<file path="src/rtl/mux_rr.sv">
// rtl/mux_rr.sv - registered N-channel selector, fixed or round-robin grant, valid/ready handshakes
// Optional 2-entry skid buffer behind the output register: define MUX_RR_SKID_EN.
module mux_rr #(
    parameter int WIDTH = 5,
    parameter int SEL_W = 3,
    localparam int CHANNELS = 2 ** SEL_W
) (
    input  logic                      clk,
    input  logic                      reset,
    input  logic                      mode,
    input  logic [SEL_W-1:0]          Sel,
    input  logic [CHANNELS-1:0]       In_valid,
    input  logic [CHANNELS*WIDTH-1:0] In_data,
    output logic [CHANNELS-1:0]       In_ready,
    output logic [WIDTH-1:0]          Out,
    output logic [SEL_W-1:0]          Out_chan,
    output logic                      Out_valid,
    input  logic                      Out_ready
);

    logic [WIDTH-1:0] out_data_q, out_data_d;
    logic [SEL_W-1:0] out_chan_q, out_chan_d;
    logic             out_valid_q, out_valid_d;
    logic [SEL_W-1:0] last_q, last_d;

    logic             grant_vld;
    logic [SEL_W-1:0] grant_idx;
    logic [SEL_W-1:0] cand;
    logic [WIDTH-1:0] grant_data;
    logic             slot_free;
    logic             accept;

`ifdef MUX_RR_SKID_EN
    logic [WIDTH-1:0] skid_data_q, skid_data_d;
    logic [SEL_W-1:0] skid_chan_q, skid_chan_d;
    logic             skid_full_q, skid_full_d;

    assign slot_free = !skid_full_q;
`else
    assign slot_free = !out_valid_q || Out_ready;
`endif

    // Descending scan so the smallest offset from last_q wins; offset CHANNELS wraps to last_q itself.
    always_comb begin
        grant_vld = 1'b0;
        grant_idx = '0;
        cand      = '0;
        if (!mode) begin
            grant_vld = In_valid[Sel];
            grant_idx = Sel;
        end else begin
            for (int i = CHANNELS; i >= 1; i--) begin
                cand = last_q + SEL_W'(i);
                if (In_valid[cand]) begin
                    grant_vld = 1'b1;
                    grant_idx = cand;
                end
            end
        end
    end

    assign grant_data = In_data[int'(grant_idx)*WIDTH +: WIDTH];
    assign accept     = grant_vld && slot_free;

    always_comb begin
        In_ready = '0;
        if (accept) begin
            In_ready[grant_idx] = 1'b1;
        end
    end

    always_comb begin
        out_data_d  = out_data_q;
        out_chan_d  = out_chan_q;
        out_valid_d = out_valid_q;
        last_d      = accept ? grant_idx : last_q;
`ifdef MUX_RR_SKID_EN
        skid_data_d = skid_data_q;
        skid_chan_d = skid_chan_q;
        skid_full_d = skid_full_q;
        if (out_valid_q && Out_ready) begin
            if (skid_full_q) begin
                out_data_d  = skid_data_q;
                out_chan_d  = skid_chan_q;
                skid_full_d = 1'b0;
            end else if (accept) begin
                out_data_d = grant_data;
                out_chan_d = grant_idx;
            end else begin
                out_valid_d = 1'b0;
            end
        end else if (!out_valid_q) begin
            if (accept) begin
                out_data_d  = grant_data;
                out_chan_d  = grant_idx;
                out_valid_d = 1'b1;
            end
        end else if (accept) begin
            skid_data_d = grant_data;
            skid_chan_d = grant_idx;
            skid_full_d = 1'b1;
        end
`else
        if (accept) begin
            out_data_d  = grant_data;
            out_chan_d  = grant_idx;
            out_valid_d = 1'b1;
        end else if (Out_ready) begin
            out_valid_d = 1'b0;
        end
`endif
    end

    always_ff @(posedge clk) begin
        if (reset) begin
            out_data_q  <= '0;
            out_chan_q  <= '0;
            out_valid_q <= 1'b0;
            last_q      <= SEL_W'(CHANNELS - 1);
`ifdef MUX_RR_SKID_EN
            skid_data_q <= '0;
            skid_chan_q <= '0;
            skid_full_q <= 1'b0;
`endif
        end else begin
            out_data_q  <= out_data_d;
            out_chan_q  <= out_chan_d;
            out_valid_q <= out_valid_d;
            last_q      <= last_d;
`ifdef MUX_RR_SKID_EN
            skid_data_q <= skid_data_d;
            skid_chan_q <= skid_chan_d;
            skid_full_q <= skid_full_d;
`endif
        end
    end

    assign Out       = out_data_q;
    assign Out_chan  = out_chan_q;
    assign Out_valid = out_valid_q;

endmodule

</file>
<file path="config.mk">
export PLATFORM = sky130hd
export DESIGN_NAME = mux_rr
export DESIGN_NICKNAME = d
export VERILOG_FILES = /design/src/rtl/mux_rr.sv
export SDC_FILE = /design/constraint.sdc
export NUM_CORES = 1
export LEC_CHECK = 0
export ABC_AREA = 1
export BUFFER_PORTS_ARGS = -buffer_cell sky130_fd_sc_hd__buf_4
export CAP_MARGIN = 40
export CORE_UTILIZATION = 38
export CTS_CLUSTER_DIAMETER = 50
export DETAILED_ROUTE_END_ITERATION = 10
export RECOVER_POWER = 100
export SLEW_MARGIN = 30
export SYNTH_ARGS = -nofsm -noshare
export SYNTH_HDL_FRONTEND = slang
export SYNTH_SLANG_ARGS = --single-unit
</file>
<file path="constraint.sdc">
create_clock -name clk -period 3.3 [get_ports clk]
set_input_delay 0.165 -clock clk [delete_from_list [all_inputs] [get_ports clk]]
set_output_delay 0.165 -clock clk [all_outputs]
set_load 0.005 [all_outputs]
</file>
# == Yosys cells after proc, flatten, opt, wreduce, memory -nomap -nowiden ==
# Cells that the tools add are included.
# op_classes
n_addsub,7
mul,1
div_mod_pow,0
order_cmp,11
n_eq_ne,0
n_shift,1
muxes,41
bitwise,0
n_reduce_logical,5
# ops
op,n
$lt A3 B4 Y1 const B,10
$shiftx A40 B7 Y5,1
$bmux W1 S3,9
$mux W3,9
$mux W1,21
$add A3 B3 Y3 const B,4
$mux W8,1
$add A3 B2 Y3 const B,2
$mul A3 B3 Y6 const B,1
$add A3 B1 Y3 const B,1
$demux W1 S3,1
$ge A3 B1 Y1 const B,1
$logic_and A1 B1 Y1,2
$reduce_bool A2 Y1,1
$logic_not A1 Y1,1
$logic_or A1 B1 Y1,1
# word_totals
regBits,12
latch_bits,0
ramBits,0
mem_bits_ro,0
word_cells,70
memories,0

# == Longest topological paths before layout ==
# Gate-level depths: netlist of the first run.
# depth
depth_word,16
depth_mapped,27
ltp_nobuf,25

# == Worst setup path before layout of the first run ==
# No wires, ideal clock.
# synth_timing
path_type,register -> output
startpoint,register last_q[1]
endpoint,output In_ready[0]
t_arrival_ns,2.312
required_time_ns,3.135
slack_ns,0.823
path_stages_with_launch,19
n_path_buf,2
path_cell_list,dfxtp_1 > buf_6 > inv_2 > ha_1 > inv_1 > nand3_1 > nand2_2 > nor2_1 > nor2_4 > nand2_2 > nor2_1 > nand2_1 > nand2_2 > a21oi_4 > buf_6 > inv_2 > nor2_2 > inv_2 > nor2_1
# synth_between
elab_chain_len,16
# synth_rtl
item,line_no,source
from (decl),24,"logic [SEL_W-1:0] last_q, last_d;"
from (signal assigned),119,last_q <= SEL_W'(CHANNELS - 1);
from (signal assigned),129,last_q <= last_d;
$add A3 B3 Y3 or $bmux W1 S3 (tied branches),"53, 54",
$bmux W1 S3 or $mux W1 (tied branches),54,if (In_valid[cand]) begin
$mux W1 (not written as such) or $mux W3 (tied branches),54,
$mux W3 (7 in a row),54,
$mux W3,48,if (!mode) begin
$lt A3 B4 Y1 (not written as such) or $ge A3 B1 Y1 (tied branches),68,In_ready[grant_idx] = 1'b1;
$logic_and A1 B1 Y1 (not written as such),68,
$mux W1 (not written as such),68,
$demux W1 S3,68,
$mux W8 *,67,if (accept) begin
to (decl),14,"output logic [CHANNELS-1:0] In_ready,"
# Every way passes the cells marked *; elsewhere a longest branch is shown, timed or not. The select of a mux whose other input is x is not followed.

# == Worst setup path in the final report of the first run ==
# layout_timing
startpoint,register last_q[0]
endpoint,output In_ready[2]
# The elaborated chain is that of the path after synthesis.

==> key figures, run 1 <==
Cells and area
  • Multi-input gate area in the final layout: around 0.0014 mm2
  • Fill cell total of the finished layout: 528
  • Layout cells sized above 1: 0.325
  • Area overhead of the layout relative to synthesis: 32.3%
  • Area of all sequential standard cells: 240 um2
  • Number of antenna diodes: 0
  • Layout Nets: about 470

Outcome
  • Run status: finished clean

Die
  • Initial cell density of the core: 0.398
  • Standard-cell rows: 25
  • Die area: 0.00527 mm2
  • Total I/O pin count: 72
  • Standard cell core area: 0.00475 mm2
  • Width of the chip: between 70 and 80 um
  • Die boundary height: 72.6 um

Timing
  • Max Fclk: 331 MHz
  • Worst slew slack as a fraction of its limit: 0.605
  • Worst Setup Slack, final: 0.280 ns
  • RSZ-0062 raised after global routing: no
  • Number of pins exceeding their max-slew limit in the final report: 0
  • Final setup viols: 0
  • Count of final hold-check violations: 0
  • Setup total negative slack: 0 ns
  • Clk_skew: 0.00222 ns
  • Slew at the pin closest to its max-slew limit: 0.590 ns
  • Period minus WS final: 3.02 ns
  • Share of the clock period used by the worst path after layout: 0.915

Placement
  • I/O Buffers: 71
  • Placer Congestion: 0.922
  • Worst setup slack before clock tree synthesis: approximately 0.51 ns
  • Detailed placement HPWL: slightly below 5000 um

Synthesis
  • Largest area contributor in the synthesized netlist: sky130_fd_sc_hd__nand2_1
  • Synthesized area per cell: 5.63 um2
  • Dominant cell by count in the synthesized netlist: sky130_fd_sc_hd__nand2_1
  • Post-synthesis sequential area ratio: 0.127
  • Post-Synthesis Net Count: around 400
  • Count of flip-flops with a built-in enable after synthesis: 0
  • Number of storage elements in the synthesis netlist: 12
  • Leading cell types by total area after synthesis: sky130_fd_sc_hd__nand2_1 (21%), sky130_fd_sc_hd__nand3_1 (13%), sky130_fd_sc_hd__dfxtp_1 (13%), sky130_fd_sc_hd__nor2_1 (7.7%), sky130_fd_sc_hd__nand2_2 (7.3%)
  • Count of synthesis-stage warnings from yosys: 0
  • Post-Syn Area: roughly 0.0019 mm2
  • Area share of the largest cell type after synthesis: 0.214
  • Synthesized instance count: 336
  • Top cells by count, synth: sky130_fd_sc_hd__nand2_1 (108), sky130_fd_sc_hd__nand3_1 (50), sky130_fd_sc_hd__nor2_1 (39), sky130_fd_sc_hd__inv_1 (31), sky130_fd_sc_hd__nand2_2 (22)
  • Cell variety after synth: 27
  • Async SR Flop Fraction: 0
  • Flip-flop cell with the highest count after synthesis: sky130_fd_sc_hd__dfxtp_1

Global route
  • GR Util All Layers: 0.235
  • Number of antenna violations at the first check in global routing: 0
  • Number of global-route vias before repair: 2275
  • Grt ovf: 0
  • Pin count of the biggest net entering global routing: 23
  • First-pass GRT wire length: slightly below 10000 um

Worst setup path
  • Cell type of the slowest stage on the worst timing path: sky130_fd_sc_hd__dfxtp_1
  • Largest incremental delay on the critical path: between 0.3 and 0.4 ns
  • Launch point of the critical path: last_q[0]
  • Largest fanout of any net on the critical path: 18
  • Critical path buffers and inverters: 5
  • Dominant cell type by count on the critical path: sky130_fd_sc_hd__inv_2
  • Chain of cells forming the critical path: inv_2 > ha_1 > inv_2 > nand3_1 > nand3_1 > nand2_1 > nor2_1 > nand2_2 > a21oi_4 > nand2_4 > nand2_4 > inv_2 > nor2_2 > inv_1 > nor2_1 > buf_4
  • Kind of critical path: flop to output pin
  • Worst R2R Start: last_q[0]
  • Worst setup path endpoint: In_ready[2]
  • Setup crit start kind: flop
  • Number of logic stages on the critical path including buffering: 16
  • Worst Path Required: 3.13 ns
  • Arrival time at the worst endpoint: 2.86 ns
  • Cell class contributing the biggest share of worst-path delay: simple AND/OR/NAND/NOR gates
  • Worst reg-to-reg path cell count: 19
  • Flop2flop setup slack: 0.53 ns
  • Category of the worst setup path capture point: output pin
  • Reg2reg end: Out[4]

Hold path
  • Hold Path Origin: reset
  • Min-Delay Path Class: primary input to flop

Clock network
  • H-tree levels: 1
  • Clock latency at the later pin of the worst-skew pair: about 0.24 ns
  • Clk pin slew, worst setup/hold paths: roughly 0.05 ns
  • CTS Root Buffer Type: sky130_fd_sc_hd__clkbuf_8
  • Clk sink count: 12
  • Buffer levels on the longest clock path: 2
  • Total CTS buffers: 3
  • Post-CTS repair timing setup buffer count: 0
  • TritonCTS clock tree: done

Routing
  • Number of nets still failing antenna checks after routing: 0
  • Detailed-route via count: 2359
  • Via density per instance: 4.96
  • Routed length per instance: 12.4 um
  • Residual DRC: 0
  • Detailed router's first-iteration violation count: 157
  • Wire length after detailed routing: between 5000 and 6000 um
  • Drt first pass iters: 4

Pwr
  • Combinational fraction of design power: 0.758
  • Static leakage: 1.40 nW
  • Net switching power figure: 0.000720 W
  • Maximum vdd drop: 0.217 mV
  • Total internal power: 0.000650 W
  • Fraction of power consumed by sequential logic: 0.144
  • Share of total power in the clock network: 0.098
  • Switch share: 0.526
  • Final Total Pwr: 0.00137 W
  • Power per cell area: about 550 mW/mm2

Flow run
  • MaxCap Viol Count: 0
worst min-delay path by stage:
| stage | endpoint | depth (start not counted) | slack (ns) |
|---|---|---|---|
| final | Out_chan[1] | 2 | 0.1 |
| after global routing | Out_chan[1] | 2 | 0.10 |
| after CTS | Out_chan[1] | 2 | 0.09 |
| after detailed placement | Out_chan[1] | 2 | 0.35 |
| after global placement | Out_chan[1] | 2 | 0.34 |
| after floorplan | Out_chan[1] | 1 | 0.23 |
cells in the final DEF, fill, tap and decap left out:
master,Yosys,routed
sky130_fd_sc_hd__nor2_2,2,1
sky130_fd_sc_hd__xnor2_2,1,1
sky130_fd_sc_hd__a21oi_4,3,2
sky130_fd_sc_hd__nand2_4,3,3
sky130_fd_sc_hd__dfxtp_1,12,12
sky130_fd_sc_hd__xor2_4,1,1
sky130_fd_sc_hd__buf_12,1,1
sky130_fd_sc_hd__nand2_1,108,109
sky130_fd_sc_hd__ha_1,2,2
sky130_fd_sc_hd__inv_2,11,10
sky130_fd_sc_hd__nand4_1,7,7
sky130_fd_sc_hd__nor2_1,39,40
sky130_fd_sc_hd__a21oi_1,9,10
sky130_fd_sc_hd__a31oi_1,1,1
sky130_fd_sc_hd__o21ai_2,1,1
sky130_fd_sc_hd__o21bai_1,1,1
sky130_fd_sc_hd__clkbuf_8,0,3
sky130_fd_sc_hd__nand2_2,22,21
sky130_fd_sc_hd__clkbuf_4,0,10
sky130_fd_sc_hd__buf_4,2,69
sky130_fd_sc_hd__o21ai_0,9,9
sky130_fd_sc_hd__nor2_4,2,2
sky130_fd_sc_hd__nand3_2,8,8
sky130_fd_sc_hd__nand3_1,50,50
sky130_fd_sc_hd__inv_1,31,32
sky130_fd_sc_hd__o211ai_1,3,3
kinds of logic (layout without fill, tap and decap cells):
kind of cell | after synthesis | in the layout | share of synthesized area
simple gates | 241 | 241 | 0.598
buf+inv | 52 | 125 | 0.141
flops | 12 | 12 | 0.127
compound gates | 27 | 27 | 0.0972
xor+xnor | 2 | 2 | 0.0231
fa+ha+maj | 2 | 2 | 0.0132
final cells by class:
type / count / area share
Multi-Input combinational cell: 272 / 0.546
Timing Repair Buffer: 80 / 0.245
Sequential cell: 12 / 0.0959
Inverter: 42 / 0.0629
Tap cell: 67 / 0.0335
Clock buffer: 3 / 0.0165
routing by layer:
metal	vias up	GRT usage	wire length (um)
li1	1211	-	-
met1	1050	0.279	2410
met3	8	0.0249	321
met5	-	0	0
met4	0	0.0436	76
met2	90	0.455	3100
power groups by stage:
stage	logic, W	registers (W)	clock network [W]
2_1_floorplan	0.000797	0.000194	0
3_3_place_gp	0.00105	0.000201	0
3_5_place_dp	0.00104	0.000200	0
4_1_cts	0.00105	0.000198	0.000139
5_1_grt	0.00117	0.000201	0.000147
6_report	0.00104	0.000197	0.000134
registers in the layout, summed over array words and instances, names as in the netlist:
register	flops
Out	5
Out_chan	3
last_q	3
Out_valid	1
worst reg2reg max path, delay by kind of cell (launching register included):
kind            cells  cell delay (ns)
flops               1             0.34
buf+inv             4             0.55
compound gates      1             0.35
xor+xnor            1             0.19
simple gates       12             0.96
fa+ha+maj           1             0.25
metrics by stage:
step / hold slack, ns / utilization / cell area, um2 / std cells
6_report: 0.0958 / 0.527 / 2500 / 476
3_5_place_dp: 0.346 / 0.522 / 2480 / 473
2_1_floorplan: 0.234 / - / 1890 / 336
5_1_grt: 0.101 / 0.527 / 2500 / 476
3_3_place_gp: 0.341 / 0.522 / 2480 / 473
4_1_cts: 0.0923 / 0.530 / 2520 / 476
timing repair:
action	in CTS	in global routing
gates resized for setup	0	1
setup endpoints to repair	0	5
hold buffers	0	0
Note: power is estimated with default switching activity, not from simulation.
==> run 2: changes to the inputs <==
--- a/config.mk
+++ b/config.mk
@@ -11,6 +11,7 @@
 export CORE_UTILIZATION = 38
 export CTS_CLUSTER_DIAMETER = 50
 export DETAILED_ROUTE_END_ITERATION = 10
+export PLACE_DENSITY_LB_ADDON = 0.05
 export RECOVER_POWER = 100
 export SLEW_MARGIN = 30
 export SYNTH_ARGS = -nofsm -noshare
==> run 2 against run 1 <==
Compared with the run above: fmax down 0.32%; critical path type unchanged; final cell count fell by 0.42%; critical endpoint is now In_ready[6]; non-clock buffer count shrank 3; clock-buffer cell count increased by 1; flip-flop and latch count unchanged; via count down 3.2%; highest routed layer unchanged; critical path depth increased by 2; first-iteration DRC count increased by 2.5%; sequential share of layout area increased by 0.074 points; die area unchanged.
==> key figures, run 2 (same netlist as run 1, synthesis figures left out) <==
Die
  • Width of the chip: 72.6 um (unchanged)
  • Standard-cell rows: 25 (unchanged)
  • Total I/O pin count: 72 (unchanged)
  • Die area: 0.00527 mm2 (unchanged)
  • Die boundary height: 72.6 um (unchanged)
  • Standard cell core area: 0.00475 mm2 (unchanged)
  • Initial cell density of the core: 0.398 (unchanged)

Timing
  • Number of pins exceeding their max-slew limit in the final report: 0 (unchanged)
  • Worst Setup Slack, final: 0.270 ns (was 0.280 ns)
  • Slew at the pin closest to its max-slew limit: 0.648 ns (was 0.590 ns)
  • Worst hold slack after final layout: 0.0830 ns (was 0.0958 ns)
  • Count of final hold-check violations: 0 (unchanged)
  • Final setup viols: 0 (unchanged)
  • Share of the clock period used by the worst path after layout: 0.918 (was 0.915)
  • Worst slew slack as a fraction of its limit: 0.567 (was 0.605)
  • Clk_skew: 0.00390 ns (was 0.00222 ns)
  • Period minus WS final: 3.03 ns (was 3.02 ns)
  • Setup total negative slack: 0 ns (unchanged)
  • Max Fclk: 330 MHz (was 331 MHz)
  • RSZ-0062 raised after global routing: no (unchanged)

Clock network
  • Buffer levels on the longest clock path: 2 (unchanged)
  • Clock latency at the later pin of the worst-skew pair: 0.24 ns (about the same)
  • H-tree levels: 1 (unchanged)
  • Hold-fix buffers, CTS: 0 (unchanged)
  • TritonCTS clock tree: done (unchanged)
  • Clk sink count: 12 (unchanged)
  • CTS Root Buffer Type: sky130_fd_sc_hd__clkbuf_8 (unchanged)
  • Total CTS buffers: 3 (unchanged)
  • Clk pin slew, worst setup/hold paths: 0.06 ns (was 0.05 ns)

Placement
  • I/O Buffers: 71 (unchanged)
  • Placer Congestion: 0.928 (was 0.922)
  • Detailed placement HPWL: 4790 um (was 4880 um)
  • Worst setup slack before clock tree synthesis: 0.308 ns (was 0.507 ns)

Pwr
  • Static leakage: 1.38 nW (was 1.40 nW)
  • Final Total Pwr: 0.00138 W (was 0.00137 W)
  • Maximum vdd drop: 0.220 mV (was 0.217 mV)
  • Power per cell area: 552 mW/mm2 (was 547 mW/mm2)

Worst setup path
  • Worst Path Required: 3.13 ns (about the same)
  • Setup crit start kind: flop (unchanged)
  • Arrival time at the worst endpoint: 2.87 ns (was 2.86 ns)
  • Category of the worst setup path capture point: output pin (unchanged)
  • Largest fanout of any net on the critical path: 9 (was 18)
  • Kind of critical path: flop to output pin (unchanged)

Outcome
  • Run status: finished clean (unchanged)

Global route
  • GR Util All Layers: 0.228 (was 0.235)
  • Number of antenna violations at the first check in global routing: 0 (unchanged)
  • First-pass GRT wire length: 9600 um (was 9830 um)
  • Number of global-route vias before repair: 2176 (was 2275)
  • Grt ovf: 0 (unchanged)
  • Pin count of the biggest net entering global routing: 22 (was 23)

Routing
  • Detailed router's first-iteration violation count: 161 (was 157)
  • Wire length after detailed routing: 5700 um (was 5900 um)
  • Routed length per instance: 12.0 um (was 12.4 um)
  • Drt first pass iters: 4 (unchanged)
  • Number of nets still failing antenna checks after routing: 0 (unchanged)
  • Residual DRC: 0 (unchanged)
  • Via density per instance: 4.82 (was 4.96)
  • Detailed-route via count: 2283 (was 2359)

Cells and area
  • Layout cells sized above 1: 0.329 (was 0.325)
  • Number of antenna diodes: 0 (unchanged)
  • Leading cell type in the layout, fill and taps excluded: sky130_fd_sc_hd__nand2_1 (unchanged)
  • Fill cell total of the finished layout: 556 (was 528)
  • Leading cell types in the layout, fill and taps excluded: sky130_fd_sc_hd__nand2_1 (109), sky130_fd_sc_hd__buf_4 (64), sky130_fd_sc_hd__nand3_1 (50), sky130_fd_sc_hd__nor2_1 (40), sky130_fd_sc_hd__inv_1 (30) (was sky130_fd_sc_hd__nand2_1 (109), sky130_fd_sc_hd__buf_4 (69), sky130_fd_sc_hd__nand3_1 (50), sky130_fd_sc_hd__nor2_1 (40), sky130_fd_sc_hd__inv_1 (32))
  • Area overhead of the layout relative to synthesis: 32.0% (was 32.3%)
  • Number of flip-flops in the largest register: 5 (unchanged)
  • Layout Nets: 465 (was 468)

Hold path
  • Min-Delay Path Class: primary input to flop (unchanged)

Flow run
  • MaxCap Viol Count: 0 (unchanged)
## run 2: changes by cell type in the layout (fill, tap and decap cells not counted), sizes merged
cell    before  now
clkbuf      13   17
buf         70   64
## run 2: worst paths after layout
kind	from	to	slack, ns	depth (start not counted)
setup / recovery	last_q[1]	In_ready[6]	0.27	18
hold / removal	reset	Out_chan[1]	0.08	2
setup reg to reg	last_q[1]	Out[1]	0.38	22
hold reg to reg	Out_chan[2]	Out_chan[2]	0.46	2
## run 2: critical path, stage by stage, from the launching register on
cell	delay, ns
sky130_fd_sc_hd__dfxtp_2	0.44
sky130_fd_sc_hd__inv_2	0.06
sky130_fd_sc_hd__ha_1	0.36
sky130_fd_sc_hd__inv_2	0.14
sky130_fd_sc_hd__nand3_1	0.10
sky130_fd_sc_hd__nand2_2	0.10
sky130_fd_sc_hd__nor2_1	0.07
sky130_fd_sc_hd__nor2_4	0.19
sky130_fd_sc_hd__nand2_1	0.09
sky130_fd_sc_hd__nor2_1	0.11
sky130_fd_sc_hd__o21bai_1	0.06
sky130_fd_sc_hd__nand2_1	0.08
sky130_fd_sc_hd__nand2_1	0.10
sky130_fd_sc_hd__a21oi_4	0.18
sky130_fd_sc_hd__inv_2	0.12
sky130_fd_sc_hd__nor2_4	0.15
sky130_fd_sc_hd__inv_1	0.07
sky130_fd_sc_hd__nor2_1	0.08
sky130_fd_sc_hd__buf_4	0.11
## run 2: where the power goes
part	switching [W]	internal, W	leakage [nW]
Clock	0.0000575	0.000106	0.0288
Sequential	0.0000249	0.000175	0.0994
Combinational	0.000638	0.000379	1.25
## run 2: cell type report
cell class / count / area (um2) / share of cell area
well taps: 67 / 83.8 / 0.0336
multi-input cells: 272 / 1380 / 0.554
clock buffers: 4 / 55.1 / 0.0220
inverters: 42 / 160 / 0.0641
flip-flops and latches: 12 / 241 / 0.0966
repair buffers: 77 / 574 / 0.230
## run 2: routing by layer
metal | up-vias | track usage | share of wire
met5 | - | 0 | 0
met4 | 0 | 0.0523 | 0.015
met2 | 69 | 0.422 | 0.53
met1 | 996 | 0.278 | 0.41
li1 | 1209 | - | -
met3 | 9 | 0.0331 | 0.045
## run 2: per-stage QoR
step	instances	cell area, um2	utilization
3_5_place_dp	470	2440	0.514
6_report	474	2500	0.526
4_1_cts	474	2500	0.526
3_3_place_gp	470	2440	0.514
2_1_floorplan	336	1890	-
5_1_grt	474	2500	0.526
## run 2: repair_timing
action / CTS / global route
setup endpoints to repair: 0 / 8
buffers inserted: 0 / 0
gates resized for setup: 0 / 4
==> run 3: changes to the inputs <==
--- a/config.mk
+++ b/config.mk
@@ -11,7 +11,7 @@
 export CORE_UTILIZATION = 38
 export CTS_CLUSTER_DIAMETER = 50
 export DETAILED_ROUTE_END_ITERATION = 10
-export PLACE_DENSITY_LB_ADDON = 0.05
+export PLACE_DENSITY = 0.67
 export RECOVER_POWER = 100
 export SLEW_MARGIN = 30
 export SYNTH_ARGS = -nofsm -noshare
==> constraint.sdc (replaced) <==
create_clock -name clk -period 2.47 [get_ports clk]
set_input_delay 0.1235 -clock clk [delete_from_list [all_inputs] [get_ports clk]]
set_output_delay 0.1235 -clock clk [all_outputs]
set_load 0.005 [all_outputs]
==> run 3 against run 2 <==
Compared with the run above: the flow now finishes with violations (negative setup slack); hold slack worse by 0.023 ns; clock skew rose by 0.0026 ns; clock power up 6%; worst setup slack got worse by 0.30 ns; first-iteration DRC count up 3.7%; non-clock buffer count increased by 34; sequential share of layout area fell by 1.5 points; cell area up 21%; power increased by 68%; global-route usage grew 0.17 points; die area unchanged; critical endpoint is now In_ready[4].
==> key figures, run 3 (same netlist as run 1, synthesis figures left out) <==
Routing
  • Detailed-route via count: 2448 (was 2283)
  • Routed length per instance: 11.9 um (was 12.0 um)
  • Via density per instance: 4.83 (was 4.82)
  • Drt first pass iters: 4 (unchanged)
  • Detailed router's first-iteration violation count: 167 (was 161)
  • Residual DRC: 0 (unchanged)
  • Number of nets still failing antenna checks after routing: 0 (unchanged)
  • Wire length after detailed routing: 6050 um (was 5700 um)

Timing
  • Count of final hold-check violations: 0 (unchanged)
  • RSZ-0062 raised after global routing: yes (was no)
  • Worst Setup Slack, final: -0.0291 ns (was 0.270 ns)
  • Share of the clock period used by the worst path after layout: 1.01
  • Slew at the pin closest to its max-slew limit: 0.561 ns (was 0.648 ns)
  • Max Fclk: 400 MHz
  • Setup total negative slack: -0.0982 ns (was 0 ns)
  • Final setup viols: 4 (was 0)
  • Clk_skew: 0.00651 ns (was 0.00390 ns)
  • Period minus WS final: 2.50 ns
  • Number of pins exceeding their max-slew limit in the final report: 0 (unchanged)
  • Worst slew slack as a fraction of its limit: 0.625 (was 0.567)

Worst setup path
  • Worst Path Required: 2.35 ns (was 3.13 ns)
  • Largest fanout of any net on the critical path: 6 (was 9)
  • Setup crit start kind: flop (unchanged)
  • Category of the worst setup path capture point: output pin (unchanged)
  • Arrival time at the worst endpoint: 2.38 ns (was 2.87 ns)
  • Kind of critical path: flop to output pin (unchanged)

Cells and area
  • Leading cell types in the layout, fill and taps excluded: sky130_fd_sc_hd__nand2_1 (97), sky130_fd_sc_hd__buf_4 (93), sky130_fd_sc_hd__nand3_1 (35), sky130_fd_sc_hd__nor2_1 (32), sky130_fd_sc_hd__nand2_2 (30) (was sky130_fd_sc_hd__nand2_1 (109), sky130_fd_sc_hd__buf_4 (64), sky130_fd_sc_hd__nand3_1 (50), sky130_fd_sc_hd__nor2_1 (40), sky130_fd_sc_hd__inv_1 (30))
  • Layout cells sized above 1: 0.477 (was 0.329)
  • Layout Nets: 499 (was 465)
  • Number of antenna diodes: 0 (unchanged)
  • Number of flip-flops in the largest register: 5 (unchanged)
  • Area overhead of the layout relative to synthesis: 59.4% (was 32.0%)
  • Fill cell total of the finished layout: 474 (was 556)
  • Post-layout util: 0.635 (was 0.526)
  • Leading cell type in the layout, fill and taps excluded: sky130_fd_sc_hd__nand2_1 (unchanged)

Die
  • Width of the chip: 72.6 um (unchanged)
  • Total I/O pin count: 72 (unchanged)
  • Initial cell density of the core: 0.398 (unchanged)
  • Standard cell core area: 0.00475 mm2 (unchanged)
  • Standard-cell rows: 25 (unchanged)
  • Die area: 0.00527 mm2 (unchanged)
  • Die boundary height: 72.6 um (unchanged)

Flow run
  • MaxCap Viol Count: 0 (unchanged)

Clock network
  • TritonCTS clock tree: done (unchanged)
  • CTS Root Buffer Type: sky130_fd_sc_hd__clkbuf_8 (unchanged)
  • H-tree levels: 1 (unchanged)
  • Clk pin slew, worst setup/hold paths: 0.05 ns (was 0.06 ns)
  • Clock latency at the later pin of the worst-skew pair: 0.24 ns (about the same)
  • Hold-fix buffers, CTS: 0 (unchanged)
  • Clk sink count: 12 (unchanged)
  • Buffer levels on the longest clock path: 2 (unchanged)
  • Total CTS buffers: 3 (unchanged)

Placement
  • I/O Buffers: 71 (unchanged)
  • Placer Congestion: 0.947 (was 0.928)
  • Detailed placement HPWL: 4770 um (was 4790 um)
  • Worst setup slack before clock tree synthesis: -0.0879 ns (was 0.308 ns)

Global route
  • First-pass GRT wire length: 9790 um (was 9600 um)
  • Pin count of the biggest net entering global routing: 17 (was 22)
  • Number of antenna violations at the first check in global routing: 0 (unchanged)
  • Grt ovf: 0 (unchanged)
  • Number of global-route vias before repair: 2254 (was 2176)
  • GR Util All Layers: 0.230 (was 0.228)

Pwr
  • Power per cell area: 767 mW/mm2 (was 552 mW/mm2)
  • Maximum vdd drop: 0.278 mV (was 0.220 mV)
  • Static leakage: 1.61 nW (was 1.38 nW)

Hold path
  • Min-Delay Path Class: primary input to flop (unchanged)

Outcome
  • Run status: complete, but fails checks (was finished clean)
  • Violated checks: negative setup slack
-- run 3: changes by cell type in the layout (fill, tap and decap cells not counted), sizes merged --
cell    previous run  this run
buf               64       103
clkbuf            17        11
-- run 3: final cells by class --
cell class | count | area, um2 | share of cell area
clock buffer | 3 | 41.3 | 0.0137
inverter | 42 | 168 | 0.0556
tap | 67 | 83.8 | 0.0278
timing repair buffer | 111 | 897 | 0.297
sequential | 12 | 246 | 0.0817
multi-input combinational | 272 | 1580 | 0.524
-- run 3: final timing paths --
check	from	endpoint	slack, ns	cells after the start
hold reg to reg	Out_chan[2]	Out_chan[2]	0.47	2
setup / recovery	last_q[0]	In_ready[4]	-0.03	16
hold / removal	reset	Out_chan[1]	0.06	2
setup reg to reg	last_q[1]	Out[1]	0.01	20
-- run 3: per-stage QoR --
stage / cells / hold slack (ns) / instance area, um2 / power, W
after floorplan: 336 / 0.193 / 1890 / 0.00133
after CTS: 503 / 0.0541 / 2870 / 0.00218
after global routing: 507 / 0.0536 / 3020 / 0.00252
after global placement: 491 / 0.299 / 2640 / 0.00181
after detailed placement: 491 / 0.302 / 2640 / 0.00181
final: 507 / 0.0603 / 3020 / 0.00232
-- run 3: routing by layer --
layer	global-route usage	routed length, um	up-vias	share of wire
li1	-	-	1276	-
met1	0.288	2510	1068	0.42
met2	0.421	3080	95	0.51
met3	0.0249	345	9	0.057
met4	0.0545	117	0	0.019
met5	0	0	-	0
-- run 3: worst max-delay path, stage by stage, from the launching register on --
cell and delay [ns]:
sky130_fd_sc_hd__dfxtp_2 0.34, sky130_fd_sc_hd__inv_2 0.05, sky130_fd_sc_hd__ha_4 0.27, sky130_fd_sc_hd__inv_4 0.09, sky130_fd_sc_hd__nand3_2 0.09, sky130_fd_sc_hd__nand2_4 0.10
sky130_fd_sc_hd__nand2_2 0.07, sky130_fd_sc_hd__nand2_4 0.08, sky130_fd_sc_hd__inv_2 0.05, sky130_fd_sc_hd__buf_6 0.12, sky130_fd_sc_hd__a31oi_2 0.18, sky130_fd_sc_hd__nand2_2 0.09
sky130_fd_sc_hd__a21oi_4 0.17, sky130_fd_sc_hd__buf_6 0.12, sky130_fd_sc_hd__nand2_2 0.06, sky130_fd_sc_hd__nor2_1 0.12, sky130_fd_sc_hd__buf_4 0.12
-- run 3: power by group --
group / internal [W] / switching [W]
clock: 0.000107 / 0.0000655
combinational: 0.000838 / 0.00104
sequential: 0.000236 / 0.0000313
-- run 3: repair_timing --
item / CTS / global route
pin swaps: 24 / 24
buffers inserted: 10 / 4
endpoints found under the setup margin: 13 / 13
resized for setup: 34 / 28
